### src/rtl/dice_result_display_if.sv
// Signal bundle between the dice result display and its neighbours:
// roll button and live throw in, display pins and roll statistics out.
interface dice_result_display_if #(
    parameter int COUNT_W = 8
);
    logic               button;
    logic [2:0]         throw;
    logic [6:0]         seg;
    logic [2:0]         result;
    logic               result_valid;
    logic               doubles;
    logic [COUNT_W-1:0] roll_count;
    logic               rolling;

    modport master (
        output button, throw,
        input  seg, result, result_valid, doubles, roll_count, rolling
    );

    modport slave (
        input  button, throw,
        output seg, result, result_valid, doubles, roll_count, rolling
    );
endinterface

### src/rtl/dice_result_display.sv
// Dice result display: blinks the live throw while the button is held, captures
// the throw on release, then shows it on a 7-segment digit with doubles/roll stats.
module dice_result_display #(
    parameter int BLINK_DIV = 4,
    parameter int COUNT_W   = 8
) (
    input  logic                  clk,
    input  logic                  rst,
    dice_result_display_if.slave  dif
);

    typedef enum logic [1:0] {
        IDLE    = 2'd0,
        ROLLING = 2'd1,
        SHOW    = 2'd2
    } state_t;

    localparam logic [7:0] BLINK_LAST = 8'(BLINK_DIV - 1);

    state_t             state;
    state_t             state_nxt;
    logic [7:0]         blink_cnt;
    logic               blink_on;
    logic [2:0]         result;
    logic               result_valid;
    logic               doubles;
    logic               prev_valid;
    logic [COUNT_W-1:0] roll_count;
    logic [2:0]         throw_san;
    logic [6:0]         seg;

    // The dice may momentarily present 0 or 7; both read as a one.
    function automatic logic [2:0] san(input logic [2:0] t);
        return (t == 3'd0 || t == 3'd7) ? 3'd1 : t;
    endfunction

    function automatic logic [6:0] digit(input logic [2:0] d);
        logic [6:0] code;
        case (d)
            3'd1:    code = 7'h06;
            3'd2:    code = 7'h5B;
            3'd3:    code = 7'h4F;
            3'd4:    code = 7'h66;
            3'd5:    code = 7'h6D;
            3'd6:    code = 7'h7D;
            default: code = 7'h00;
        endcase
        return code;
    endfunction

    function automatic logic [COUNT_W-1:0] sat_inc(input logic [COUNT_W-1:0] c);
        return (&c) ? c : c + COUNT_W'(1);
    endfunction

    assign throw_san = san(dif.throw);

    always_comb begin
        state_nxt = state;
        case (state)
            IDLE:    if (dif.button)  state_nxt = ROLLING;
            ROLLING: if (!dif.button) state_nxt = SHOW;
            SHOW:    if (dif.button)  state_nxt = ROLLING;
            default: state_nxt = IDLE;
        endcase
    end

    always_ff @(posedge clk) begin
        if (rst) begin
            state        <= IDLE;
            blink_cnt    <= 8'd0;
            blink_on     <= 1'b1;
            result       <= 3'd0;
            result_valid <= 1'b0;
            doubles      <= 1'b0;
            prev_valid   <= 1'b0;
            roll_count   <= '0;
        end else begin
            state        <= state_nxt;
            result_valid <= 1'b0;

            // Every new roll starts in the lit blink phase.
            if (state != ROLLING && state_nxt == ROLLING) begin
                blink_cnt <= 8'd0;
                blink_on  <= 1'b1;
            end else if (state == ROLLING && dif.button) begin
                if (blink_cnt == BLINK_LAST) begin
                    blink_cnt <= 8'd0;
                    blink_on  <= ~blink_on;
                end else begin
                    blink_cnt <= blink_cnt + 8'd1;
                end
            end

            if (state == ROLLING && !dif.button) begin
                result       <= throw_san;
                result_valid <= 1'b1;
                doubles      <= prev_valid && (throw_san == result);
                prev_valid   <= 1'b1;
                roll_count   <= sat_inc(roll_count);
            end
        end
    end

    always_comb begin
        seg = 7'h00;
        case (state)
            IDLE:    seg = 7'h40;
            ROLLING: seg = blink_on ? digit(throw_san) : 7'h00;
            SHOW:    seg = digit(result);
            default: seg = 7'h40;
        endcase
    end

    assign dif.seg          = seg;
    assign dif.result       = result;
    assign dif.result_valid = result_valid;
    assign dif.doubles      = doubles;
    assign dif.roll_count   = roll_count;
    assign dif.rolling      = (state == ROLLING);

endmodule

### src/flat_wrapper.sv
// flat-port wrapper written by rule: the top's interface ports become plain ports
module dice_result_display_flat 
#(
    parameter int BLINK_DIV = 4,
    parameter int COUNT_W   = 8
)
  (clk, rst, dif_button, dif_throw, dif_seg, dif_result, dif_result_valid, dif_doubles, dif_roll_count, dif_rolling);
  dice_result_display_if #(.COUNT_W(COUNT_W)) dif_i ();
  input  logic clk;
  input  logic rst;
  input wire logic [$bits(dif_i.button)-1:0] dif_button;
  input wire logic [$bits(dif_i.throw)-1:0] dif_throw;
  output wire logic [$bits(dif_i.seg)-1:0] dif_seg;
  output wire logic [$bits(dif_i.result)-1:0] dif_result;
  output wire logic [$bits(dif_i.result_valid)-1:0] dif_result_valid;
  output wire logic [$bits(dif_i.doubles)-1:0] dif_doubles;
  output wire logic [$bits(dif_i.roll_count)-1:0] dif_roll_count;
  output wire logic [$bits(dif_i.rolling)-1:0] dif_rolling;
  assign dif_i.button = dif_button;
  assign dif_i.throw = dif_throw;
  assign dif_seg = dif_i.seg;
  assign dif_result = dif_i.result;
  assign dif_result_valid = dif_i.result_valid;
  assign dif_doubles = dif_i.doubles;
  assign dif_roll_count = dif_i.roll_count;
  assign dif_rolling = dif_i.rolling;
  dice_result_display #(.BLINK_DIV(BLINK_DIV), .COUNT_W(COUNT_W)) u_core (.clk(clk), .rst(rst), .dif(dif_i));
endmodule
### config.mk
export PLATFORM = sky130hd
export DESIGN_NAME = dice_result_display_flat
export DESIGN_NICKNAME = d
export VERILOG_FILES = /design/src/rtl/dice_result_display_if.sv /design/src/rtl/dice_result_display.sv /design/src/flat_wrapper.sv
export SDC_FILE = /design/constraint.sdc
export NUM_CORES = 1
export LEC_CHECK = 0
export BUFFER_PORTS_ARGS = -buffer_cell sky130_fd_sc_hd__buf_2
export CORE_MARGIN = 8
export CORE_UTILIZATION = 59
export DETAILED_ROUTE_END_ITERATION = 8
export PLACE_DENSITY = 0.84
export SYNTH_ARGS = -nofsm -noshare
export SYNTH_HDL_FRONTEND = slang
export SYNTH_SLANG_ARGS = --single-unit
### constraint.sdc
create_clock -name clk -period 3.9 [get_ports clk]
set_clock_uncertainty 0.1 [all_clocks]
set_input_delay 0.585 -clock clk [delete_from_list [all_inputs] [get_ports clk]]
set_output_delay 0.585 -clock clk [all_outputs]
set_load 0.01 [all_outputs]
==> Word-level counts from Yosys, hierarchy flattened <==
Cells that the tools add are included.
{ "classes": {"n_addsub": 2, "multipliers": 0, "n_div": 0, "n_lt_le_gt_ge": 0, "eq_ne": 19, "shift": 0, "muxes": 10, "n_bitwise": 2, "n_reduce_logical": 13} }
{ "ops": {"columns": ["cell", "count"], "rows": [
  ["7-bit one-hot mux with 6 select lines", 2],
  ["3-bit equality test, second input constant", 7],
  ["8-bit by 1-bit adder with 8-bit output, second input constant", 2],
  ["7-bit one-hot mux with 2 select lines", 1],
  ["3-bit by 2-bit equality test with 1-bit output, second input constant", 4],
  ["8-bit by 2-bit equality test with 1-bit output, second input constant", 1],
  ["8-bit 2-to-1 mux", 1],
  ["8-bit AND reduction", 1],
  ["7-bit 2-to-1 mux", 1],
  ["3-bit by 1-bit equality test with 1-bit output, second input constant", 2],
  ["2-bit by 1-bit equality test with 1-bit output, second input constant", 2],
  ["1-bit logical AND", 4],
  ["2-bit 2-to-1 mux", 2],
  ["2-bit one-hot mux with 2 select lines", 1],
  ["2-bit AND reduction", 2],
  ["2-bit OR reduction", 2],
  ["3-bit equality test", 1],
  ["3-bit logical NOT", 1],
  ["3-bit 2-to-1 mux", 1],
  ["2-bit equality test, second input constant", 1],
  ["2-bit logical NOT", 1],
  ["2-bit by 1-bit != test with 1-bit output, second input constant", 1],
  ["1-bit inverter", 2],
  ["1-bit logical NOT", 1],
  ["2 further kinds", 2]
]} }
{ "word_totals": {"ff_bits": 25, "latch_bits": 0, "mem_bits_rw": 0, "romBits": 0, "input_bits": 6, "output_inout_bits": 21, "elab_cells": 54, "mem_count": 0} }

==> Longest topological paths before layout <==
{ "depth": {"ltp_word": 7, "mapped_depth": 8, "mapped_depth_nobuf": 6} }

==> Worst setup path after synthesis <==
No wires, ideal clock.
{ "synth_timing": {"path_type": "input to output", "from": "input dif_throw[2]", "to": "output dif_seg[3]", "arrival_ns": 1.551, "path_slack_ns": 1.664, "path_stages": 6, "path_cell_list": "clkbuf_1 -> nand2_1 -> xor2_1 -> o2bb2ai_1 -> and2_1 -> buf_4"} }
{ "synth_between": {"elab_chain_cells": 7, "elab_cells_between_ends": 13, "cone_classes": "7 x eq/ne; 4 x mux; 2 x reduce/logical"} }
{ "synth_rtl": {"columns": ["element", "line", "source"], "rows": [
  ["from (decl)", "flat_wrapper.sv:12", "input wire logic [$bits(dif_i.throw)-1:0] dif_throw;"],
  ["3-bit equality test or 3-bit logical NOT (tied branches)", "dice_result_display.sv:34", "return (t == 3'd0 || t == 3'd7) ? 3'd1 : t;"],
  ["1-bit logical OR", "dice_result_display.sv:34", null],
  ["3-bit 2-to-1 mux (*)", "dice_result_display.sv:34", null],
  ["3-bit equality test (tied with other cells)", "dice_result_display.sv:39", "case (d)"],
  ["7-bit one-hot mux with 6 select lines (*)", "dice_result_display.sv:39", null],
  ["7-bit 2-to-1 mux (*)", "dice_result_display.sv:108", "ROLLING: seg = blink_on ? digit(throw_san) : 7'h00;"],
  ["7-bit one-hot mux with 2 select lines (*)", "dice_result_display.sv:106", "case (state)"],
  ["to (decl)", "flat_wrapper.sv:13", "output wire logic [$bits(dif_i.seg)-1:0] dif_seg;"]
]} }
Mark *: on every way between the ends. The rest lies on a longest branch, timed or not.

==> Worst setup path in the final report <==
{ "layout_timing": {"from": "register u_core.state[1]", "to": "output dif_seg[6]"} }
{ "layout_between": {"elab_chain_cells": 2, "elab_cells_between_ends": 3, "cone_classes": "2 x eq/ne; 1 x mux"} }
{ "layout_rtl": {"columns": ["element", "line", "source"], "rows": [
  ["from (decl)", "dice_result_display.sv:20", "state_t state;"],
  ["from (signal assigned)", "dice_result_display.sv:78", "state <= state_nxt;"],
  ["2-bit equality test or 2-bit by 1-bit equality test with 1-bit output (tied branches)", "dice_result_display.sv:106", null],
  ["7-bit one-hot mux with 2 select lines (*)", "dice_result_display.sv:106", null]
]} }
Marked as above.

==> impl_metrics.env <==
export IMPL_grtUsageTotal_pct=15.4
export IMPL_tns_ns=0
export IMPL_power_leakage_nw=0.635
export IMPL_grt_pass1_vias=1277
export IMPL_drive_above_1_share_pct=20.3
export IMPL_syn_avg_cell_area_um2=8.21
export IMPL_cts_htree_levels=1
export IMPL_ant_nets=0
export IMPL_finalPower_w=0.000468
export IMPL_power_frac_seq_pct=58.1
export IMPL_gp_congestion=0.816
export IMPL_relSlewSlack_pct=74.5
export IMPL_portBuffers=26
export IMPL_fin_area_um2=1600
export IMPL_vias=1315
export IMPL_grt_ovfl_total=0
export IMPL_ys_types=45
export IMPL_drtIter0Drc=103
export IMPL_clock_root_buffer="clkbuf_4"
export IMPL_worst_pin_slew_ns=0.378
export IMPL_fin_crit_sh_pct=66.4
export IMPL_yosysWarnings=0
export IMPL_cap_violations=0
export IMPL_rsz0062_at_grt="no"
export IMPL_syn_nets=190
export IMPL_tritoncts="built"
export IMPL_min_period_ns=2.59
export IMPL_fillers=203
export IMPL_cp_start_kind="flip-flop"
export IMPL_syn2layout_area_growth_pct=9.33
export IMPL_synthCells=178
export IMPL_cts_setup_buffers=0
export IMPL_drc=0
export IMPL_path_clk_slew_ns=0.13
export IMPL_diodes=0
export IMPL_die_h_um=65.8
export IMPL_place_ws_ns=1.69
export IMPL_switching_share_pct=28.2
export IMPL_cp_required_ns=3.21
export IMPL_crit_type="flip-flop to primary output"
export IMPL_grt_pass1_wl_um=5490
export IMPL_fp_row_count=18
export IMPL_ys_ff_latch=25
export IMPL_p_int_w=0.000336
export IMPL_ys_seq_area_share_pct=34.2
export IMPL_wire_per_inst_um=14.1
export IMPL_multi_input_area_um2=888
export IMPL_finalSetupViolations=0
export IMPL_clkPwrFrac_pct=24.3
export IMPL_end_kind="primary output"
export IMPL_clock_sinks=25
export IMPL_first_pass_iters=4
export IMPL_cts_resized=0
export IMPL_ctsHoldBuffers=0
export IMPL_register_area_um2=500
export IMPL_synth_area_um2=1460
export IMPL_io_pins=27
export IMPL_combPwrFrac_pct=17.7
export IMPL_core_area_um2=2410
export IMPL_grt_max_degree=17
export IMPL_hold_viol_final=0
export IMPL_fp_dieW_um=65.8
export IMPL_hp_class="flip-flop to flip-flop"
export IMPL_async_flop_share_pct=0
export IMPL_start_util_pct=60.6
export IMPL_maxSlewViolCount=0
export IMPL_worstPathMaxFanout=11
export IMPL_worstPathArrival_ns=1.90
export IMPL_hpwl_um=2430
export IMPL_setup_ws_ns=1.31
export IMPL_insertion_delay_ns=0.31
export IMPL_totalWireLength_um=3200
export IMPL_peakVddDrop_mv=0.206
export IMPL_fmax_ghz=0.386
export IMPL_dieArea_um2=4330
export IMPL_viasPerCell=5.79
export IMPL_dpl_cell_area_um2=1570
export IMPL_synth_edf_count=0
export IMPL_cts_made_buffers=3
export IMPL_clk_path_buf_depth=2
export IMPL_antenna_found_initial=0
export IMPL_status="completed"
export IMPL_fin_nets=210
export IMPL_ys_flop_type="dfxtp_1"
export IMPL_power_switching_w=0.000132
export IMPL_powerDensity_nw_per_um2=293
[critical path: stages, from the launching register on]
cell	delay, ns
dfxtp_1	0.37
inv_1	0.10
ha_1	0.37
nand2_1	0.18
o311ai_0	0.37
buf_2	0.20
[flip-flops by register name, summed over array words and instances, names as in the netlist]
name	flops
u_core.dif.doubles	1
u_core.dif.roll_count	8
u_core.dif.result	3
u_core.state	2
u_core.blink_on	1
u_core.prev_valid	1
u_core.dif.result_valid	1
u_core.blink_cnt	8
[stage by stage]
stage	hold WS, ns	cells	util, %
final	0.385	227	66.3
after global routing	0.420	227	66.3
after CTS	0.380	227	66.3
after detailed placement	0.358	223	65.2
after global placement	0.361	223	65.2
after floorplan	0.340	178	-
[cells in the mapped netlist, types with 3 or more instances]
| library cell | number | area, um^2 |
|---|---|---|
| dfxtp_1 | 25 | 500 |
| nor2_1 | 22 | 82.6 |
| nand2_1 | 17 | 63.8 |
| a21oi_1 | 9 | 45.0 |
| nand3_1 | 9 | 45.0 |
| xor2_1 | 8 | 70.1 |
| clkbuf_1 | 7 | 26.3 |
| xnor2_1 | 7 | 61.3 |
| ha_1 | 6 | 75.1 |
| nor3_1 | 5 | 25.0 |
| a21boi_0 | 4 | 30.0 |
| inv_1 | 4 | 15.0 |
| nand4_1 | 4 | 25.0 |
| o211ai_1 | 4 | 30.0 |
| o21ai_0 | 4 | 20.0 |
| or2_2 | 4 | 25.0 |
| a211oi_1 | 3 | 22.5 |
| nand2b_1 | 3 | 18.8 |
[layer usage]
layer	share of wire (%)	track usage, %
met5	0	0
met4	1.4	7.63
met3	5.8	3.05
met2	49	26.1
met1	44	18.1
[cell families (layout without fill, tap and decap cells)]
logic type	Yosys count	count (layout)	share of synthesized area, %
compound gates	35	35	16.4
xor+xnor	15	15	8.99
fa+ha+maj	6	6	5.14
buf+inv	15	34	4.97
flops	25	25	34.2
mux	1	1	0.685
simple gates	81	81	29.6
[path summary, 6_finish.rpt]
path	startpoint	end	slack [ns]	depth (start not counted)
min	u_core.prev_valid$_SDFFE_PP0P_	u_core.dif.doubles$_SDFFE_PP0P_	0.38	2
min reg2reg	u_core.prev_valid$_SDFFE_PP0P_	u_core.dif.doubles$_SDFFE_PP0P_	0.38	2
max reg2reg	u_core.state[1]$_SDFF_PP0_	u_core.dif.roll_count[7]$_SDFFE_PP0P_	1.67	6
max	u_core.state[1]$_SDFF_PP0_	dif_seg[6]	1.31	5
[final cells by class]
cell class | instances | share of cell area, %
multi-input cells | 138 | 55.6
flip-flops and latches | 25 | 31.3
repair buffers | 26 | 8.14
well taps | 30 | 2.35
clock buffers | 4 | 1.64
inverters | 4 | 0.940
[power by group through the flow]
stage	clock network [W]	logic (W)	registers, W
2_1_floorplan	0	0.0000650	0.000274
3_3_place_gp	0	0.0000792	0.000276
3_5_place_dp	0	0.0000830	0.000277
4_1_cts	0.000118	0.0000831	0.000272
5_1_grt	0.000130	0.0000914	0.000273
6_report	0.000114	0.0000827	0.000272
[cells in the final DEF, fill, tap and decap left out, drive strengths merged, types with 3 or more instances in the layout]
cell type / instances
xor2: 8
nand2b: 3
nand2: 17
a211oi: 3
a21boi: 4
nand3: 9
or2: 4
a21oi: 9
ha: 6
xnor2: 7
inv: 4
nand4: 5
or4: 3
and2: 3
buf: 26
o21ai: 5
o211ai: 4
nor3: 5
clkbuf: 4
nor2: 22
dfxtp: 25
Power figures use the tool's default switching activity.
